$ cat src/rtl/spm_driver_if.sv
// Operand and product handshake channels between a requester and spm_driver.
// The slave modport is the driver's view; the master modport is the requester's.
interface spm_driver_if #(
    parameter int unsigned N = 8
) ();
    logic             in_valid;
    logic             in_ready;
    logic [N-1:0]     in_x;
    logic [N-1:0]     in_y;
    logic             out_valid;
    logic             out_ready;
    logic [2*N-1:0]   out_p;

    modport slave (
        input  in_valid, in_x, in_y, out_ready,
        output in_ready, out_valid, out_p
    );

    modport master (
        output in_valid, in_x, in_y, out_ready,
        input  in_ready, out_valid, out_p
    );
endinterface

$ cat src/rtl/spm_driver.sv
// Initiator for a serial-parallel multiplier: x is presented in parallel, y is shifted in LSB
// first with sign extension, and the serial product stream is gathered into a 2N-bit result.
module spm_driver #(
    parameter int unsigned N     = 8,
    parameter int unsigned P_LAT = 1
) (
    input  logic         clk,
    input  logic         rst,
    spm_driver_if.slave  bus,
    output logic         spm_rst,
    output logic [N-1:0] spm_x,
    output logic         spm_y,
    input  logic         spm_p
);

    localparam int unsigned W    = 2 * N;
    localparam int unsigned CntW = $clog2(W + P_LAT + 1);
    localparam logic [CntW-1:0] LastCnt = CntW'(W + P_LAT - 1);
    localparam logic [CntW-1:0] PLatCnt = CntW'(P_LAT);

    typedef enum logic [1:0] {StIdle, StClear, StShift, StDone} state_e;

    state_e          state_q, state_d;
    logic [N-1:0]    x_reg_q, x_reg_d;
    logic [N-1:0]    y_sr_q, y_sr_d;
    logic [W-1:0]    p_sr_q, p_sr_d;
    logic [CntW-1:0] cnt_q, cnt_d;
    logic [W-1:0]    out_p_q, out_p_d;
    logic            in_ready_q, in_ready_d;
    logic            out_valid_q, out_valid_d;

    always_comb begin
        state_d     = state_q;
        x_reg_d     = x_reg_q;
        y_sr_d      = y_sr_q;
        p_sr_d      = p_sr_q;
        cnt_d       = cnt_q;
        out_p_d     = out_p_q;
        in_ready_d  = in_ready_q;
        out_valid_d = out_valid_q;
        unique case (state_q)
            StIdle: begin
                if (bus.in_valid && in_ready_q) begin
                    x_reg_d    = bus.in_x;
                    y_sr_d     = bus.in_y;
                    in_ready_d = 1'b0;
                    state_d    = StClear;
                end
            end
            StClear: begin
                cnt_d   = '0;
                p_sr_d  = '0;
                state_d = StShift;
            end
            StShift: begin
                y_sr_d = {y_sr_q[N-1], y_sr_q[N-1:1]};
                cnt_d  = cnt_q + 1'b1;
                // The first P_LAT cycles carry nothing from the spm pipeline yet.
                if (cnt_q >= PLatCnt) begin
                    p_sr_d = {spm_p, p_sr_q[W-1:1]};
                end
                if (cnt_q == LastCnt) begin
                    out_p_d     = p_sr_d;
                    out_valid_d = 1'b1;
                    cnt_d       = '0;
                    state_d     = StDone;
                end
            end
            StDone: begin
                if (bus.out_ready) begin
                    out_valid_d = 1'b0;
                    in_ready_d  = 1'b1;
                    state_d     = StIdle;
                end
            end
            default: state_d = StIdle;
        endcase
    end

    always_ff @(posedge clk) begin
        if (rst) begin
            state_q     <= StIdle;
            x_reg_q     <= '0;
            y_sr_q      <= '0;
            p_sr_q      <= '0;
            cnt_q       <= '0;
            out_p_q     <= '0;
            in_ready_q  <= 1'b1;
            out_valid_q <= 1'b0;
        end else begin
            state_q     <= state_d;
            x_reg_q     <= x_reg_d;
            y_sr_q      <= y_sr_d;
            p_sr_q      <= p_sr_d;
            cnt_q       <= cnt_d;
            out_p_q     <= out_p_d;
            in_ready_q  <= in_ready_d;
            out_valid_q <= out_valid_d;
        end
    end

    assign spm_rst       = rst | (state_q == StClear);
    assign spm_x         = x_reg_q;
    assign spm_y         = (state_q == StShift) & y_sr_q[0];
    assign bus.in_ready  = in_ready_q;
    assign bus.out_valid = out_valid_q;
    assign bus.out_p     = out_p_q;

endmodule
$ cat src/flat_wrapper.sv
// flat-port wrapper written by rule: the top's interface ports become plain ports
module spm_driver_flat 
#(
    parameter int unsigned N     = 8,
    parameter int unsigned P_LAT = 1
)
  (clk, rst, spm_rst, spm_x, spm_y, spm_p, bus_in_valid, bus_in_x, bus_in_y, bus_out_ready, bus_in_ready, bus_out_valid, bus_out_p);
  spm_driver_if #(.N(N)) bus_i ();
  input  logic clk;
  input  logic rst;
  output logic spm_rst;
  output logic [N-1:0] spm_x;
  output logic spm_y;
  input  logic spm_p;
  input wire logic [$bits(bus_i.in_valid)-1:0] bus_in_valid;
  input wire logic [$bits(bus_i.in_x)-1:0] bus_in_x;
  input wire logic [$bits(bus_i.in_y)-1:0] bus_in_y;
  input wire logic [$bits(bus_i.out_ready)-1:0] bus_out_ready;
  output wire logic [$bits(bus_i.in_ready)-1:0] bus_in_ready;
  output wire logic [$bits(bus_i.out_valid)-1:0] bus_out_valid;
  output wire logic [$bits(bus_i.out_p)-1:0] bus_out_p;
  assign bus_i.in_valid = bus_in_valid;
  assign bus_i.in_x = bus_in_x;
  assign bus_i.in_y = bus_in_y;
  assign bus_i.out_ready = bus_out_ready;
  assign bus_in_ready = bus_i.in_ready;
  assign bus_out_valid = bus_i.out_valid;
  assign bus_out_p = bus_i.out_p;
  spm_driver #(.N(N), .P_LAT(P_LAT)) u_core (.clk(clk), .rst(rst), .bus(bus_i), .spm_rst(spm_rst), .spm_x(spm_x), .spm_y(spm_y), .spm_p(spm_p));
endmodule
$ cat config.mk
export PLATFORM = sky130hd
export DESIGN_NAME = spm_driver_flat
export DESIGN_NICKNAME = d
export VERILOG_FILES = /design/src/rtl/spm_driver_if.sv /design/src/rtl/spm_driver.sv /design/src/flat_wrapper.sv
export SDC_FILE = /design/constraint.sdc
export NUM_CORES = 1
export LEC_CHECK = 0
export CAP_MARGIN = 10
export CELL_PAD_IN_SITES_DETAIL_PLACEMENT = 0
export CELL_PAD_IN_SITES_GLOBAL_PLACEMENT = 2
export CORE_MARGIN = 4
export CORE_UTILIZATION = 30
export DETAILED_ROUTE_END_ITERATION = 12
export GPL_ROUTABILITY_DRIVEN = 0
export GPL_TIMING_DRIVEN = 0
export HOLD_SLACK_MARGIN = 0.05
export PLACE_DENSITY = 0.82
export SLEW_MARGIN = 20
export SYNTH_ARGS = -nofsm -noshare
export SYNTH_HDL_FRONTEND = slang
export SYNTH_SLANG_ARGS = --single-unit
$ cat constraint.sdc
create_clock -name clk -period 2.2 [get_ports clk]
set_clock_uncertainty 0.1 [all_clocks]
set_input_delay 0.22 -clock clk [delete_from_list [all_inputs] [get_ports clk]]
set_output_delay 0.22 -clock clk [all_outputs]
set_load 0.02 [all_outputs]
==> flow_summary_export.csv, run 1 <==
group,metric,value,unit
run_status,status,"finished clean",
die,start_util,30.96,%
detailed_routing,ant_nets,0,
layout,nFillCells,827,
synth,yosys_warnings,0,
clock_network,clkTransAtPathRegs,0.10,ns
pwr,power.leakage,1.034,nW
timing,setup_violations,0,
worst_hold_path,hold_path_class,"in2reg",
detailed_routing,vias,2075,
detailed_routing,drc,0,
grt,grt_overflow_total,0,
clock_network,clock-root-buffer,"clkbuf_8",
setup_path,end_kind,"flip-flop",
timing,layout_min_cycle_time,1.986,ns
synth,synthDistinctLibCells,39,
setup_path,crit_type,"reg2reg",
synth,ys_seq_area_share,46.62,%
die,fp.dieW,97.53,um
detailed_routing,dr.pass1.iters,4,
die,fp.dieArea,9512,um^2
synth,synth_fp_nets,294,
setup_path,start_kind,"flip-flop",
timing,max_freq,0.5036,GHz
layout,finalNonFillerCells,423,
synth,synth_edf_count,0,
grt,antenna_found_initial,0,
detailed_routing,viasPerCell,4.905,
clock_network,htree_levels,2,
grt,grt_use_total,13.51,%
clock_network,cts_buffer_depth,2,
setup_path,crit_required,2.30,ns
timing,slew_headroom,63.61,%
clock_network,clock_latency,0.30,ns
timing,hold_violations,0,
synth,ys_ff_latch,56,
die,top_level_ports,49,
synth,synth_cells,266,
die,core_area,7767,um^2
timing,holdWs,0.3494,ns
pwr,ir_worst_vdd,0.3156,mV
die,die_h,97.53,um
layout,drive_above_1_share,8.411,%
setup_path,cp_data_arrival_time,2.09,ns
grt,grt_pass1_wl,10670,um
layout,syn_to_final_growth,30.07,%
clock_network,cts_tree,"built",
layout,antenna_cells,0,
synth,synth_ff_type,"dfxtp_1",
clock_network,cts.sinks,56,
grt,grt_max_degree,17,
detailed_routing,finalWirelength,6159,um
layout,final_nets,348,
timing,rsz0062_at_grt,"false",
placement,dp.cells,416,
grt,grt_pass1_vias,2089,
synth,netlist_area,2405,um^2
placement,place.port_buffers,48,
timing,tightestPinTransition,0.5458,ns
die,row_count,32,
clock_network,cts_buffers,5,
setup_path,cp_max_fo,10,
timing,slew_violations,0,
layout,post-route-util,40.27,%
timing,period_share,90.26,%
placement,hpwl,4456,um
run,cap_violations,0,
synth,synth.avg_cell_area,9.041,um^2
detailed_routing,wl_per_cell,14.56,um
detailed_routing,drt_iter0_drc,87,
pwr,power.density,861.1,nW/um^2
synth,async_flop_share,0,%
-- cells in the mapped netlist (3+ instances only) --
master | n | area share (%)
nand3_1 | 18 | 3.7
nand2b_1 | 18 | 4.7
ha_1 | 7 | 3.6
inv_1 | 9 | 1.4
o21ai_0 | 16 | 3.3
nor3_1 | 9 | 1.9
a21oi_1 | 33 | 6.9
nand2_1 | 23 | 3.6
nor2b_1 | 3 | 0.78
a31oi_1 | 4 | 1.0
a211oi_1 | 7 | 2.2
buf_2 | 7 | 1.5
mux2i_1 | 8 | 3.3
buf_1 | 3 | 0.47
dfxtp_1 | 56 | 47
clkbuf_1 | 7 | 1.1
o2bb2ai_1 | 14 | 5.1
-- flip-flops by register name, summed over array words and instances (netlist names) --
signal                flops
u_core.state_q            2
u_core.bus.out_p         16
u_core.bus.out_valid      1
u_core.bus.in_ready       1
u_core.spm_x              8
u_core.y_sr_q             8
u_core.cnt_q              5
u_core.p_sr_q            15
-- report_power, final --
part | internal, mW | total (mW) | switching (mW)
sequential | 1.11 | 1.18 | 0.0638
clock | 0.257 | 0.589 | 0.332
combinational | 0.349 | 0.928 | 0.579
-- cells by family after synthesis --
logic type / synth area share [%]
and+or+nand+nor: 19.25
buffers and inverters: 5.099
adders and majority gates: 3.642
AOI/OAI and AO/OA: 22.06
DFF: 46.62
muxes: 3.330
-- area by class of cell --
cell class,instances,area [um^2],share of cell area (%)
multi-input combinational,182,1175,37.56
inverter,9,33.78,1.080
timing repair buffer,48,478.0,15.28
tap,102,127.6,4.080
buffer,18,97.59,3.120
clock inverter,1,7.507,0.2400
sequential,56,1122,35.88
clock buffer,7,86.33,2.760
-- per-layer routing --
metal	wire [um]	part of all wire [%]	GRT usage [%]	vias to the layer above
met3	221	3.6	2.441	2
met5	0	0	0	-
met1	3031	49	18.82	982
met2	2871	47	21.51	34
li1	-	-	-	1057
met4	35	0.57	3.514	0
-- stage by stage --
step,cell area (um^2),power (mW),TNS (ns),setup WS (ns)
final,3128,2.694,0,0.2143
after floorplan,2405,1.794,0,0.4505
after CTS,3114,2.717,0,0.007264
after detailed placement,3013,2.113,-0.4167,-0.2161
after global routing,3128,2.878,0,0.03504
after global placement,3013,2.114,-0.4238,-0.2124
-- placed cells by master, fill, tap and decap left out, drive strengths merged, types with 2 or more instances in the layout --
cell / Yosys / final
a211oi: 8 / 8
a21oi: 33 / 33
a31oi: 4 / 4
and3: 2 / 2
buf: 11 / 10
clkbuf: 8 / 16
clkdlybuf4s50: 0 / 46
dfxtp: 56 / 56
ha: 7 / 7
inv: 9 / 9
mux2i: 8 / 8
nand2: 23 / 23
nand2b: 18 / 18
nand3: 18 / 18
nand4b: 2 / 2
nor2b: 3 / 3
nor3: 9 / 9
o21ai: 17 / 17
o2bb2ai: 14 / 14
-- repair_timing --
item | CTS | global route
hold buffers | 0 | 0
endpoints found under the setup margin | 2 | 16
gates resized for setup | 6 | 8
endpoints found under the hold margin | 0 | 0
setup buffers | 0 | 0
pin swaps | 0 | 1
gates cloned | 0 | 0
-- path summary, 6_finish.rpt --
path / depth (start not counted) / startpoint / slack [ns] / end
max reg2reg: 6 / u_core.state_q[1]$_SDFFE_PP0P_ / 0.21 / u_core.p_sr_q[10]$_SDFFE_PP0P_
min reg2reg: 2 / u_core.spm_x[5]$_SDFFE_PP0P_ / 0.36 / u_core.spm_x[5]$_SDFFE_PP0P_
max: 6 / u_core.state_q[1]$_SDFFE_PP0P_ / 0.21 / u_core.p_sr_q[10]$_SDFFE_PP0P_
min: 3 / bus_in_x[2] / 0.35 / u_core.spm_x[2]$_SDFFE_PP0P_
-- worst max-delay path: stages (launching register included) --
cell and delay, ns:
dfxtp_1 0.41, inv_1 0.08, ha_1 0.42, inv_1 0.16, a31oi_2 0.33, buf_2 0.29, o2bb2ai_1 0.08
No activity file was read; power rests on OpenSTA's default activity.
==> run 2, diff against run 1 <==
- CORE_MARGIN: 4 -> unset
==> run 2 against run 1 <==
Net effect: via count is 0.19% lower; global-route usage is 1.6 points higher; wire length is 2.7% lower; sequential cell count stayed put.
==> flow_summary_export.csv, run 2 (synthesis results as in run 1) <==
group,metric,value,unit
run_status,status,"finished clean",
placement,place.port_buffers,48,
layout,nFillCells,787,
placement,hpwl,4292,um
timing,period_share,95.39,%
layout,final_nets,348,
setup_path,start_kind,"flip-flop",
run,cap_violations,0,
clock_network,clock-root-buffer,"clkbuf_8",
grt,grt_max_degree,17,
placement,place_area,3013,um^2
setup_path,rrSetupSlack,0.20,ns
detailed_routing,drc,0,
grt,grt_pass1_wl,9915,um
die,core_area,7727,um^2
setup_path,end_kind,"primary output",
clock_network,clkTransAtPathRegs,0.10,ns
layout,largest_reg_flops,16,
timing,fin_ws,0.1014,ns
grt,antenna_found_initial,0,
worst_hold_path,whs_endpoint,"u_core.p_sr_q[2]$_SDFFE_PP0P_",
setup_path,crit_type,"reg2out",
setup_path,cp_max_fo,10,
detailed_routing,vias,2071,
placement,dp_slack,-0.2180,ns
pwr,power.leakage,1.064,nW
worst_hold_path,hold_path_class,"in2reg",
timing,slew_violations,0,
timing,layout_min_cycle_time,2.099,ns
worst_hold_path,min_from,"rst",
die,fp.dieArea,8378,um^2
clock_network,cts_setup_buffers,0,
setup_path,timing.rr.end,"u_core.p_sr_q[11]$_SDFFE_PP0P_",
clock_network,cts_buffers,5,
grt,grt_use_total,15.10,%
layout,fin_area,3166,um^2
detailed_routing,viasPerCell,4.896,
detailed_routing,ant_nets,0,
die,die_h,91.53,um
timing,setup_violations,0,
timing,rsz0062_at_grt,"false",
grt,grt_pass1_vias,1936,
clock_network,cts_buffer_depth,2,
timing,tightestPinTransition,0.5975,ns
die,row_count,32,
pwr,power.density,897.8,nW/um^2
detailed_routing,dr.pass1.iters,4,
timing,max_freq,0.4765,GHz
clock_network,cts.sinks,56,
layout,syn_to_final_growth,31.63,%
detailed_routing,wl_per_cell,14.16,um
layout,final_cell_mix,"dfxtp_1 (55), clkdlybuf4s50_1 (45), a21oi_1 (33)",
layout,layout_commonest_cell,"dfxtp_1",
detailed_routing,finalWirelength,5990,um
setup_path,reg2reg_from,"u_core.state_q[1]$_SDFFE_PP0P_",
worst_hold_path,min_path_cells,3,
setup_path,crit_required,1.88,ns
die,top_level_ports,49,
setup_path,cp_data_arrival_time,1.78,ns
die,fp.dieW,91.53,um
grt,grt_overflow_total,0,
layout,drive_above_1_share,8.411,%
timing,hold_violations,0,
layout,antenna_cells,0,
clock_network,htree_levels,2,
die,start_util,31.12,%
timing,slew_headroom,60.16,%
detailed_routing,drt_iter0_drc,71,
clock_network,cts_tree,"built",
setup_path,rr_worst_depth,6,
pwr,ir_worst_vdd,0.3522,mV
clock_network,clock_latency,0.31,ns
## run 2: worst max-delay path by stage
| stage | cells past startpoint | end | start |
|---|---|---|---|
| finish | 6 | spm_y | u_core.state_q[0]$_SDFFE_PP0P_ |
| global route | 5 | spm_y | u_core.state_q[1]$_SDFFE_PP0P_ |
| CTS | 4 | spm_rst | rst |
| detailed placement | 4 | spm_rst | rst |
| global placement | 4 | spm_rst | rst |
| floorplan | 6 | u_core.cnt_q[2]$_SDFFE_PP0P_ | u_core.cnt_q[0]$_SDFFE_PP0P_ |
## run 2: routing by layer
metal	track usage, %	up-vias	share of wire [%]
met3	3.015	7	4.3
li1	-	1062	-
met5	0	-	0
met2	23.06	39	44
met4	4.365	0	1.2
met1	21.37	963	50
## run 2: final cells by class
| cell class | instances | area [um^2] | area share, % |
|---|---|---|---|
| Timing Repair Buffer | 48 | 485.5 | 15.34 |
| Tap cell | 102 | 127.6 | 4.032 |
| Sequential cell | 56 | 1122 | 35.45 |
| Inverter | 9 | 33.78 | 1.067 |
| Buffer | 18 | 95.09 | 3.004 |
| Clock inverter | 1 | 30.03 | 0.9486 |
| Clock buffer | 7 | 96.34 | 3.043 |
| Multi-Input combinational cell | 182 | 1175 | 37.11 |
## run 2: power by group
group          internal (mW)  switching (mW)  leakage [nW]
clock                  0.402           0.334        0.0645
sequential              1.11          0.0621         0.454
combinational          0.349           0.583         0.545
total                   1.86           0.978          1.06
## run 2: critical path, cell delays in order, from the launching register on
cell and delay [ns]:
dfxtp_2 0.37, inv_1 0.06, ha_1 0.22, buf_4 0.19, buf_4 0.18, and2_1 0.17, clkdlybuf4s15_1 0.28
## run 2: per-stage QoR
stage / hold WS [ns] / instances / setup TNS, ns / util (%) / power (mW)
after floorplan: 0.2560 / 266 / 0 / - / 1.794
after global placement: 0.3419 / 416 / -0.4170 / 38.99 / 2.112
after global routing: 0.3393 / 423 / 0 / 40.97 / 3.021
final: 0.3153 / 423 / 0 / 40.97 / 2.842
after CTS: 0.3336 / 424 / 0 / 40.75 / 2.868
after detailed placement: 0.3461 / 416 / -0.4078 / 38.99 / 2.108
## run 2: timing repair
item | in CTS | in global routing
pin swaps | 0 | 1
endpoints found under the hold margin | 0 | 0
gates resized for setup | 7 | 6
hold buffers | 0 | 0
setup endpoints to repair | 2 | 16
